File: config.mk
export PLATFORM = sky130hd
export DESIGN_NAME = seg_digit_scanner
export DESIGN_NICKNAME = d
export VERILOG_FILES = /design/src/rtl/seg_digit_scanner.sv
export SDC_FILE = /design/constraint.sdc
export NUM_CORES = 1
export LEC_CHECK = 0
export CELL_PAD_IN_SITES_DETAIL_PLACEMENT = 1
export CELL_PAD_IN_SITES_GLOBAL_PLACEMENT = 2
export CORE_MARGIN = 2
export CORE_UTILIZATION = 38
export CTS_CLUSTER_DIAMETER = 30
export DETAILED_ROUTE_END_ITERATION = 6
export PLACE_DENSITY = 0.77
export SKIP_CTS_REPAIR_TIMING = 1
export SYNTH_ARGS = -nofsm -noshare
export SYNTH_HDL_FRONTEND = slang
export SYNTH_SLANG_ARGS = --single-unit
File: constraint.sdc
create_clock -name clk -period 2.7 [get_ports clk]
set_input_delay 0.27 -clock clk [delete_from_list [all_inputs] [get_ports clk]]
set_output_delay 0.27 -clock clk [all_outputs]
set_load 0.005 [all_outputs]
File: src/rtl/seg_digit_scanner.sv
// seg_digit_scanner
//   Time-multiplexed scan driver for a multi-digit 7-segment display.
//   One 4-bit code is presented at a time on digit_code, together with the
//   matching anode select. A pending/active double buffer makes sure a new
//   value only takes effect at a frame boundary, so a frame never tears.
//
//   Optional feature, selected at build time with the macro
//   LEADING_ZERO_BLANK_EN: digits above the most-significant nonzero active
//   digit keep their anode off. Digit 0 is always shown. Scan timing is
//   unchanged. Without the macro every digit is driven.
//
//   Handshake: load is a single-cycle strobe with no back-pressure. A load
//   while busy overwrites the pending value (latest wins). busy stays high
//   from a load until that value has moved into the active buffer at a frame
//   boundary.
//
//   Output timing: every output is registered from the next-state values, so
//   it changes on the same clock edge as the scan position it describes.
module seg_digit_scanner #(
  parameter int NUM_DIGITS       = 4,
  parameter int REFRESH_DIV      = 50000,
  parameter int GUARD_CYCLES     = 2,
  parameter int ANODE_ACTIVE_LOW = 1
) (
  input  logic                    clk,
  input  logic                    rst,
  input  logic [4*NUM_DIGITS-1:0] digits_in,
  input  logic                    load,
  output logic                    busy,
  output logic [3:0]              digit_code,
  output logic [NUM_DIGITS-1:0]   digit_sel,
  output logic                    frame_start
);

  localparam int PW = (REFRESH_DIV > 1) ? $clog2(REFRESH_DIV) : 1;
  localparam int IW = (NUM_DIGITS > 1) ? $clog2(NUM_DIGITS) : 1;
  localparam int DW = 4 * NUM_DIGITS;

  localparam logic [PW-1:0] PRE_MAX = PW'(REFRESH_DIV - 1);
  localparam logic [PW-1:0] GUARD   = PW'(GUARD_CYCLES);
  localparam logic [IW-1:0] IDX_MAX = IW'(NUM_DIGITS - 1);

  // Pattern that leaves every anode dark, whichever polarity is in use.
  localparam logic [NUM_DIGITS-1:0] SEL_OFF =
    (ANODE_ACTIVE_LOW != 0) ? {NUM_DIGITS{1'b1}} : {NUM_DIGITS{1'b0}};

  // Scan position and buffers.
  logic [PW-1:0] pre_q, pre_d;
  logic [IW-1:0] idx_q, idx_d;
  logic [DW-1:0] active_q, active_d;
  logic [DW-1:0] pending_q, pending_d;
  logic          busy_q, busy_d;

  // Registered-output next values.
  logic [3:0]            code_d;
  logic [NUM_DIGITS-1:0] sel_d;
  logic                  fs_d;

  logic                  tick;
  logic                  boundary;
  logic                  guard_done;
  logic [NUM_DIGITS-1:0] show;
  logic [NUM_DIGITS-1:0] sel_on;

  // Slot and frame timing: tick ends a digit slot; boundary ends a frame.
  always_comb begin
    tick     = (pre_q == PRE_MAX);
    boundary = tick && (idx_q == IDX_MAX);
    pre_d    = tick ? '0 : pre_q + PW'(1);
    idx_d    = idx_q;
    if (tick) begin
      idx_d = (idx_q == IDX_MAX) ? '0 : idx_q + IW'(1);
    end
  end

  // Double buffer: pending moves to active only at a frame boundary, using
  // the busy value from before the edge. A load on that same cycle still
  // lands in pending and keeps busy high.
  always_comb begin
    active_d  = active_q;
    pending_d = pending_q;
    busy_d    = busy_q;
    if (boundary && busy_q) begin
      active_d = pending_q;
      busy_d   = 1'b0;
    end
    if (load) begin
      pending_d = digits_in;
      busy_d    = 1'b1;
    end
  end

  // Per-digit visibility mask; leading-zero suppression when enabled.
  always_comb begin
`ifdef LEADING_ZERO_BLANK_EN
    int msd;
    msd = 0;
    for (int k = 0; k < NUM_DIGITS; k++) begin
      if (active_d[4*k +: 4] != 4'h0) begin
        msd = k;
      end
    end
    for (int k = 0; k < NUM_DIGITS; k++) begin
      show[k] = (k <= msd);
    end
`else
    show = {NUM_DIGITS{1'b1}};
`endif
  end

  // Output next values for the scan position that becomes current on the edge.
  always_comb begin
    code_d     = 4'h0;
    guard_done = (pre_d >= GUARD);
    sel_on     = '0;
    for (int k = 0; k < NUM_DIGITS; k++) begin
      if (idx_d == IW'(k)) begin
        code_d    = active_d[4*k +: 4];
        sel_on[k] = guard_done && show[k];
      end
    end
    sel_d = (ANODE_ACTIVE_LOW != 0) ? ~sel_on : sel_on;
    fs_d  = boundary;
  end

  // State and output registers; asynchronous reset aborts the scan.
  always_ff @(posedge clk or negedge rst) begin
    if (!rst) begin
      pre_q       <= '0;
      idx_q       <= '0;
      active_q    <= '0;
      pending_q   <= '0;
      busy_q      <= 1'b0;
      digit_code  <= 4'h0;
      digit_sel   <= SEL_OFF;
      frame_start <= 1'b0;
    end else begin
      pre_q       <= pre_d;
      idx_q       <= idx_d;
      active_q    <= active_d;
      pending_q   <= pending_d;
      busy_q      <= busy_d;
      digit_code  <= code_d;
      digit_sel   <= sel_d;
      frame_start <= fs_d;
    end
  end

  assign busy = busy_q;

endmodule
==> flow_summary.ini <==
[outcome]
status = finished, final reports clean

[clocking]
cts.sinks = 60
clk_latency_ns = 0.33
clk_path_buf_depth = 2
cts-root-buf = clkbuf_8
tritoncts = yes
cts_inserted_buffers = 9
htree_levels = 3
clk_pin_slew_worst_paths_ns = 0.07

[setup_path]
arrival_ns = 2.76
rr_endpoint = digit_code[3]
reg2reg_depth = 7
crit_start = pre_q[7]
end_kind = register
worstPathRequired_ns = 2.91
crit_end = digit_code[3]
critPathMaxFanout = 5
critPathLaunchType = register
reg2reg_from = pre_q[7]
r2r_setup_slack_ns = 0.15
crit_type = reg -> reg

[power]
seqPwrFrac_pct = 48.6
internal-power_mw = 1.536
ir_drop_uv = 335.4
p_total_mw = 1.926
p_per_area_nw_per_um2 = 583.5
power_frac_comb_pct = 3.8
netSwitchingFraction_pct = 20.22
p_switching_mw = 0.3894
p_leak_nw = 1.540
clkPwrFrac_pct = 47.5

[floorplanning]
die_x_um = 87.51
start_util_pct = 39.22
die_area_um2 = 7658
fp.dieH_um = 87.51
placeableCoreArea_um2 = 6756
row_count = 30
io_pins = 29

[sta]
max_slew_margin_pct = 47.83
slew_viol_final = 0
fin_tns_setup_ns = 0
worst_pin_slew_ns = 0.7802
period_needed_ns = 2.550
setup_viol = 0
clock.fmax_mhz = 392.1
final-hold-violation-count = 0
fin_skew_ns = 0.007848
layout_setup_ws_ns = 0.1498
rsz0062_at_grt = false
fin_crit_sh_pct = 94.45

[yosys]
synth_top_area_share_pct = 52.88
synth_area_leader_cell = dfrtp_1
synth_area_um2 = 2650
synth_seq_area_share_pct = 56.85
avgSynthCellArea_um2 = 12.05
synth.area.top_cells = dfrtp_1 53%, mux2_2 10%, dfstp_2 4.0%, nor2_1 3.0%, xor2_1 3.0%
syn_inst = 220
yosys_warnings = 0
ys_ff_latch = 60
yosysUniqueCellTypes = 40
synth_fp_nets = 242

[route]
avgViaCountPerCell = 5.179
drtPass1Iterations = 4
route.vias.total = 1797
drt-total-wl_um = 5800
drt_iter0_drc = 42
wl_per_cell_um = 16.71
drc = 0
postRouteAntennaNets = 0

[place]
dp_cells = 331
place.detailed.hpwl_um = 4060
post-place-ws_ns = 0.1421
port_buffers = 28
gp_congestion = 0.8030

[global_routing]
overflow = 0
grt_pass1_vias = 2118
grt_pass1_wl_um = 10120
grt_usage_pct = 17.40
grt_max_degree = 61
antenna_found_initial = 0

[final_layout]
final_common_cell = dfrtp_1
fin_nets = 284
diodes = 0
final_cell_count_no_fill = 347
layout_common_cells = 56 x dfrtp_1, 27 x clkdlybuf4s50_1, 24 x mux2_2
drive_gt1_share_pct = 24.34
final_core_util_pct = 48.85
area_growth_pct = 24.55

[worst_hold_path]
hold_path_class = in -> async

[flow_run]
drv_cap = 0
## final cells by class
| cell class | count | area, um^2 |
|---|---|---|
| fill | 727 | 3456 |
| sequential | 60 | 1506 |
| multi-input combinational | 144 | 1074 |
| timing repair buffer | 40 | 365.4 |
| clock buffer | 12 | 155.1 |
| tap | 80 | 100.1 |
| clock inverter | 4 | 72.57 |
| inverter | 7 | 27.53 |
## flip-flops by register name, indices dropped and copies added (netlist names)
signal,cells
pending_q,16
digit_code,4
frame_start,1
busy,1
digit_sel,4
pre_q,16
idx_q,2
active_q,16
## power groups by stage
stage	Sequential, mW	Combinational [mW]	Clock, mW
after floorplan	0.948	0.0294	0
after global placement	0.953	0.0750	0
after detailed placement	0.954	0.0773	0
after CTS	0.937	0.0772	0.943
after global routing	0.940	0.0836	0.977
final	0.937	0.0740	0.915
## stage by stage
| stage | hold slack [ns] | area, um^2 |
|---|---|---|
| after floorplan | -0.02559 | 2650 |
| after global placement | 0.4378 | 3073 |
| after detailed placement | 0.4487 | 3073 |
| after CTS | 0.1277 | 3301 |
| after global routing | 0.1371 | 3301 |
| final | 0.09654 | 3301 |
## worst max-delay path, cell delays in order, from the launching register on
cell and delay [ns]:
dfrtp_1 0.43, or4b_4 0.58, nor4_4 0.28, buf_4 0.19, and3_1 0.34, mux2_1 0.38
o22ai_1 0.16, nor3_1 0.08
## logic make-up (layout without fill, tap and decap cells)
group	after synthesis	after routing	share of synthesized area, %
AND/OR/NAND/NOR	77	77	15.53
flip-flops	60	60	56.85
multiplexers	32	32	13.93
AO/OA/AOI/OAI	16	16	4.344
XOR/XNOR	16	16	5.288
buffers and inverters	16	63	2.644
adder cells (fa/ha/maj)	3	3	1.417
## Yosys cell counts (all sizes together)
cell type / count
nor2: 21
o22ai: 4
nand4: 3
and3: 3
nand3: 9
or2: 1
a21oi: 1
o21a: 1
mux2i: 2
nor4: 5
nor4b: 1
clkbuf: 7
or3: 1
buf: 2
o2111ai: 1
and2: 2
or4b: 1
nand2: 16
o41a: 1
a2bb2oi: 1
nor3: 11
xnor2: 7
and4: 1
ha: 3
dfrtp: 56
mux2: 30
xor2: 9
clkinv: 1
dfstp: 4
nand4bb: 2
a31oi: 3
inv: 6
a21o: 3
a211oi: 1
## how the worst min path moves through the flow
stage,startpoint,end,slack [ns],cells after the start
floorplan,rst,active_q[0],-0.03,0
detailed placement,active_q[11],active_q[11],0.45,2
CTS,rst,pending_q[1],0.13,2
global route,rst,pre_q[12],0.14,2
global placement,active_q[11],active_q[11],0.44,2
finish,rst,pre_q[13],0.1,2
## per-layer routing
metal  vias up  GRT usage (%)  part of all wire [%]
met1       920          20.16                    43
met4         0          5.874                   1.5
met3         6          4.645                   2.6
met5         -              0                     0
met2        22          31.06                    53
li1        849              -                     -
(Power assumes the default switching activity.)
